### src/rtl/corr_argmax_pkg.sv
// Shared sizing constants for the correlation arg-max search.
package corr_argmax_pkg;

  localparam int unsigned VMU_DATA_WIDTH = 16;
  localparam int unsigned DEF_COL_NUM    = 256;
  localparam int unsigned DEF_IDX_WIDTH  = 8;

endpackage

### src/rtl/abs_sat.sv
// Saturating magnitude of a two's-complement word; the most-negative code maps to max positive.
module abs_sat
  import corr_argmax_pkg::*;
#(
  parameter int unsigned DATA_WIDTH = VMU_DATA_WIDTH
) (
  input  logic [DATA_WIDTH-1:0] d,
  output logic [DATA_WIDTH-1:0] q
);

  localparam logic [DATA_WIDTH-1:0] MOST_NEG = {1'b1, {(DATA_WIDTH-1){1'b0}}};
  localparam logic [DATA_WIDTH-1:0] MOST_POS = {1'b0, {(DATA_WIDTH-1){1'b1}}};

  always_comb begin
    q = d;
    if (d == MOST_NEG) begin
      q = MOST_POS;
    end else if (d[DATA_WIDTH-1]) begin
      q = (~d) + DATA_WIDTH'(1);
    end
  end

endmodule

### src/rtl/corr_argmax.sv
// Scans COL_NUM correlation beats, picks the largest magnitude among columns not yet selected,
// and marks the winner in a selection bitmap so later scans skip it.
module corr_argmax
  import corr_argmax_pkg::*;
#(
  parameter int unsigned DATA_WIDTH = VMU_DATA_WIDTH,
  parameter int unsigned COL_NUM    = DEF_COL_NUM,
  parameter int unsigned IDX_WIDTH  = DEF_IDX_WIDTH
) (
  input  logic                         clk,
  input  logic                         rst_n,
  input  logic                         start,
  input  logic                         clr_sel,
  input  logic                         in_valid,
  input  logic signed [DATA_WIDTH-1:0] in_data,
  output logic                         busy,
  output logic                         done,
  output logic                         found,
  output logic [IDX_WIDTH-1:0]         max_idx,
  output logic [DATA_WIDTH-1:0]        max_abs,
  output logic [IDX_WIDTH:0]           sel_cnt,
  output logic                         err
);

  typedef enum logic [1:0] {IDLE, SCAN, FLUSH, DONE} state_t;

  localparam int unsigned CW = IDX_WIDTH + 1;

  state_t                state, state_nxt;
  logic [IDX_WIDTH-1:0]  beat_idx;
  logic [COL_NUM-1:0]    bitmap;

  logic                  accept_c, last_c, start_ok_c, clr_ok_c;
  logic [DATA_WIDTH-1:0] abs_c;

  logic                  s1_vld, s1_excl;
  logic [DATA_WIDTH-1:0] s1_abs;
  logic [IDX_WIDTH-1:0]  s1_idx;

  logic                  best_vld;
  logic [DATA_WIDTH-1:0] best_abs;
  logic [IDX_WIDTH-1:0]  best_idx;

  logic                  take_c, nb_vld_c;
  logic [DATA_WIDTH-1:0] nb_abs_c;
  logic [IDX_WIDTH-1:0]  nb_idx_c;

  abs_sat #(.DATA_WIDTH(DATA_WIDTH)) u_abs_sat (
    .d (in_data),
    .q (abs_c)
  );

  assign accept_c   = (state == SCAN) && in_valid;
  assign last_c     = accept_c && (beat_idx == IDX_WIDTH'(COL_NUM - 1));
  assign start_ok_c = (state == IDLE) && start;
  assign clr_ok_c   = (state == IDLE) && clr_sel;

  always_ff @(posedge clk or negedge rst_n) begin
    if (!rst_n) state <= IDLE;
    else        state <= state_nxt;
  end

  always_comb begin
    state_nxt = state;
    unique case (state)
      IDLE:    if (start) state_nxt = SCAN;
      SCAN:    if (last_c) state_nxt = FLUSH;
      FLUSH:   state_nxt = DONE;
      DONE:    state_nxt = IDLE;
      default: state_nxt = IDLE;
    endcase
  end

  // Stage-2 merge: strictly greater wins, so equal magnitudes keep the earlier column.
  always_comb begin
    take_c   = s1_vld && !s1_excl && (!best_vld || (s1_abs > best_abs));
    nb_vld_c = best_vld || take_c;
    nb_abs_c = take_c ? s1_abs : best_abs;
    nb_idx_c = take_c ? s1_idx : best_idx;
  end

  always_ff @(posedge clk or negedge rst_n) begin
    if (!rst_n) begin
      beat_idx <= '0;
      s1_vld   <= 1'b0;
      s1_excl  <= 1'b0;
      s1_abs   <= '0;
      s1_idx   <= '0;
      best_vld <= 1'b0;
      best_abs <= '0;
      best_idx <= '0;
    end else begin
      s1_vld <= accept_c;
      if (accept_c) begin
        s1_abs  <= abs_c;
        s1_idx  <= beat_idx;
        s1_excl <= bitmap[beat_idx];
      end
      if (start_ok_c) begin
        beat_idx <= '0;
        best_vld <= 1'b0;
        best_abs <= '0;
        best_idx <= '0;
      end else begin
        if (accept_c) beat_idx <= beat_idx + IDX_WIDTH'(1);
        best_vld <= nb_vld_c;
        best_abs <= nb_abs_c;
        best_idx <= nb_idx_c;
      end
    end
  end

  // Result and selection bookkeeping are committed on the FLUSH->DONE edge.
  always_ff @(posedge clk or negedge rst_n) begin
    if (!rst_n) begin
      busy    <= 1'b0;
      done    <= 1'b0;
      found   <= 1'b0;
      max_idx <= '0;
      max_abs <= '0;
      sel_cnt <= '0;
      bitmap  <= '0;
      err     <= 1'b0;
    end else begin
      busy <= (state_nxt == SCAN) || (state_nxt == FLUSH);
      done <= (state == FLUSH);
      if (state == FLUSH) begin
        found   <= nb_vld_c;
        max_idx <= nb_vld_c ? nb_idx_c : '0;
        max_abs <= nb_vld_c ? nb_abs_c : '0;
        if (nb_vld_c) begin
          bitmap[nb_idx_c] <= 1'b1;
          if (sel_cnt != CW'(COL_NUM)) sel_cnt <= sel_cnt + CW'(1);
        end
      end else if (clr_ok_c) begin
        bitmap  <= '0;
        sel_cnt <= '0;
      end
      if (start_ok_c) err <= 1'b0;
      if (in_valid && (state != SCAN)) err <= 1'b1;
    end
  end

endmodule
### config.mk
export PLATFORM = sky130hd
export DESIGN_NAME = corr_argmax
export DESIGN_NICKNAME = d
export VERILOG_FILES = /design/src/rtl/corr_argmax_pkg.sv /design/src/rtl/abs_sat.sv /design/src/rtl/corr_argmax.sv
export SDC_FILE = /design/constraint.sdc
export NUM_CORES = 1
export LEC_CHECK = 0
export CAP_MARGIN = 20
export CORE_MARGIN = 10
export CORE_UTILIZATION = 35
export CTS_CLUSTER_DIAMETER = 50
export DETAILED_ROUTE_END_ITERATION = 6
export HOLD_SLACK_MARGIN = 0.1
export SYNTH_ARGS = -nofsm -noshare
export SYNTH_HDL_FRONTEND = slang
export SYNTH_SLANG_ARGS = --single-unit
### constraint.sdc
create_clock -name clk -period 4.5 [get_ports clk]
set_input_delay 0.9 -clock clk [delete_from_list [all_inputs] [get_ports clk]]
set_output_delay 0.9 -clock clk [all_outputs]
set_load 0.005 [all_outputs]
==> flow_summary.json <==
{
  "start_kind": "flop",
  "avgRoutedWirePerCell_um": 19.94,
  "ys_seq_area_frac": 0.5246,
  "tritoncts": "done",
  "dp_hpwl_um": 28540,
  "critPathSlowestCell": "buf_4",
  "antenna_left": 0,
  "place.port_buffers": 57,
  "finalInstanceArea_um2": 19360,
  "grt_util_all_layers": 0.1595,
  "grt_max_degree": 213,
  "synth_ff_type": "dfrtp_1",
  "status": "finished clean",
  "synth.avg_cell_area_um2": 10.34,
  "cp.required_ns": 4.95,
  "rsz0062_at_grt": "false",
  "grtUsageMet2": 0.2464,
  "grt.overflow.total": 0,
  "cts_inserted_buffers": 41,
  "path_class": "reg2reg",
  "min-delay-path-class": "in2async",
  "finalCriticalPeriod_ns": 3.396,
  "grt_pass1_wl_um": 72860,
  "fin_crit_sh": 0.7547,
  "cts_hold_buf": 0,
  "cap_violations": 0,
  "final.setup.tns_ns": 0,
  "hold_viol_final": 0,
  "worst_pin_slew_ns": 1.017,
  "synthTopCellsByArea": "dfrtp_1 52%, mux4_2 8.4%, o21ai_0 7.8%",
  "die_h_um": 239.7,
  "drt-total-wl_um": 45660,
  "first_pass_iters": 5,
  "slew_headroom": 0.3088,
  "powerDensity_nw_per_um2": 474.0,
  "path_buf_inv": 1,
  "synth_fp_nets": 1675,
  "post_cts_resize_count": 0,
  "postLayoutCoreUtil": 0.4055,
  "via_count": 12550,
  "dr.first_iter.drc_count": 1038,
  "gp_congestion": 0.8537,
  "htree_num_levels": 2,
  "clock_sinks": 354,
  "grt.busiest_layer": "met2",
  "setup_viol": 0,
  "drv_slew": 0,
  "die_area_um2": 57440,
  "start_util": 0.3537,
  "rows": 80,
  "synth-edff-count": 0,
  "max-vdd-ir-drop_uv": 367.7,
  "clk_pin_slew_ns": 0.06,
  "synth_top_area_share": 0.5246,
  "path_max_fanout": 37,
  "grt_pass1_vias": 12380,
  "cp_cell_sequence": "ha_1 -> nand4_1 -> or4_1 -> o211ai_4 -> buf_4 -> mux2_2 -> o21ai_0",
  "post_cts.repair.setup_buffers": 0,
  "ios": 58,
  "core-area_um2": 47750,
  "antenna_cells": 0,
  "fin_nets": 1686,
  "root_buffer": "clkbuf_16",
  "drc": 0,
  "syn_inst": 1634,
  "leakage_nw": 8.482,
  "final_cell_mix": "352 x dfrtp_1, 342 x nand2_1, 262 x o21ai_0",
  "yosysTopAreaCell": "dfrtp_1",
  "use_met1": 0.2179,
  "syn_to_final_growth_pct": 14.65,
  "ys_async_sr_fraction": 1.000,
  "worstSetupEndpointType": "flop",
  "ys_ff_latch": 354,
  "clock_latency_ns": 0.55,
  "layout_commonest_cell": "dfrtp_1",
  "dpl_cell_area_um2": 18040,
  "critPathMaxStageDelay_ns": 0.65,
  "drive_above_1_share": 0.1182,
  "critPathTopFamily": "compound AO/OA/AOI/OAI gates",
  "antenna_found_initial": 0,
  "clock.fmax_mhz": 294.4,
  "grt_use_met3": 0.03230,
  "vias_per_cell": 5.478,
  "finClkSkew_ns": 0.02380,
  "yosysWarnings": 0,
  "ys_types": 57,
  "syn-cell-area_um2": 16890,
  "die_x_um": 239.7,
  "crit_arrival_ns": 3.85,
  "cts_buffer_depth": 3
}
## state kept, by name, indices dropped and copies added (netlist names), 8 cells and up
register and count:
beat_idx 8, best_abs 16, best_idx 8, bitmap 256
max_abs 16, max_idx 8, s1_abs 16, s1_idx 8
sel_cnt 9
## routing by layer
layer	part of all wire	routed length [um]
met2	0.46	21050
met5	0	0
met3	0.063	2863
met4	0.030	1360
met1	0.45	20390
## power breakdown
group          internal [mW]  switching, mW  total (mW)
Combinational          0.827           1.34        2.16
Sequential              3.37          0.377        3.74
Clock                   1.91           1.36        3.27
## Yosys cell counts (2+ instances only)
| master | n |
|---|---|
| xor2_1 | 20 |
| buf_4 | 7 |
| a22oi_1 | 9 |
| and3_1 | 5 |
| mux2i_4 | 11 |
| a22o_1 | 29 |
| buf_1 | 5 |
| o211ai_2 | 2 |
| buf_2 | 27 |
| o211ai_1 | 2 |
| and2_1 | 2 |
| a211oi_1 | 4 |
| a21oi_1 | 28 |
| o22ai_1 | 2 |
| ha_1 | 20 |
| dfrtp_1 | 354 |
| o21ai_0 | 263 |
| clkbuf_1 | 77 |
| or3_1 | 6 |
| a21o_1 | 5 |
| xnor2_1 | 4 |
| nor2b_1 | 14 |
| nor4_1 | 5 |
| nand2_1 | 343 |
| inv_1 | 24 |
| a31oi_1 | 3 |
| or4_1 | 5 |
| o31ai_1 | 3 |
| mux2_4 | 4 |
| a221oi_1 | 4 |
| nor3_1 | 25 |
| mux4_2 | 63 |
| buf_6 | 4 |
| o21ai_1 | 12 |
| mux2i_1 | 56 |
| nand3_1 | 25 |
| nor2_1 | 108 |
| nand2b_1 | 14 |
| mux2i_2 | 4 |
| mux2_2 | 7 |
| nand4_1 | 13 |
## cells by family (layout without fill, tap and decap cells)
group,count (synthesis),after routing,share of synthesized area
multiplexers,145,145,0.1434
buffers and inverters,148,189,0.03927
adder cells (fa/ha/maj),20,20,0.01482
flip-flops,354,354,0.5246
AO/OA/AOI/OAI,374,374,0.1245
AND/OR/NAND/NOR,569,569,0.1410
XOR/XNOR,24,24,0.01245
## worst paths after layout
kind                             from           to  slack (ns)  cells after the start
setup / recovery            s1_abs[9]  bitmap[215]        1.10                      7
setup reg to reg            s1_abs[9]  bitmap[215]        1.10                      7
hold / removal                  rst_n  max_abs[11]        0.45                      1
max in group asynchronous       rst_n  bitmap[242]        2.95                      2
hold reg to reg            bitmap[93]   bitmap[93]        0.47                      2
min in group clk           bitmap[93]   bitmap[93]        0.47                      2
## worst register-to-register path: cells and delay by family, from the launching register on
kind / cells / cell delay (ns)
multiplexers: 1 / 0.43
AO/OA/AOI/OAI: 2 / 0.78
buffers and inverters: 1 / 0.66
adder cells (fa/ha/maj): 1 / 0.31
AND/OR/NAND/NOR: 2 / 0.73
flip-flops: 1 / 0.40
## final cells by class
type | count | area, um2
fillers | 4569 | 28380
clock buffers | 56 | 1142
clock inverters | 17 | 181.4
flip-flops and latches | 354 | 8866
multi-input cells | 1132 | 7393
well taps | 615 | 769.5
repair buffers | 90 | 910.9
inverters | 26 | 97.59
## through the flow
stage	total power, mW	setup slack [ns]	hold slack (ns)	cells
after floorplan	5.255	1.832	0.4444	1634
after global placement	5.939	1.166	0.4562	2217
after detailed placement	5.968	1.104	0.4652	2217
after CTS	9.245	1.077	0.4779	2290
after global routing	9.606	0.9473	0.4989	2290
final	9.177	1.104	0.4484	2290
Power figures use the tool's default switching activity.
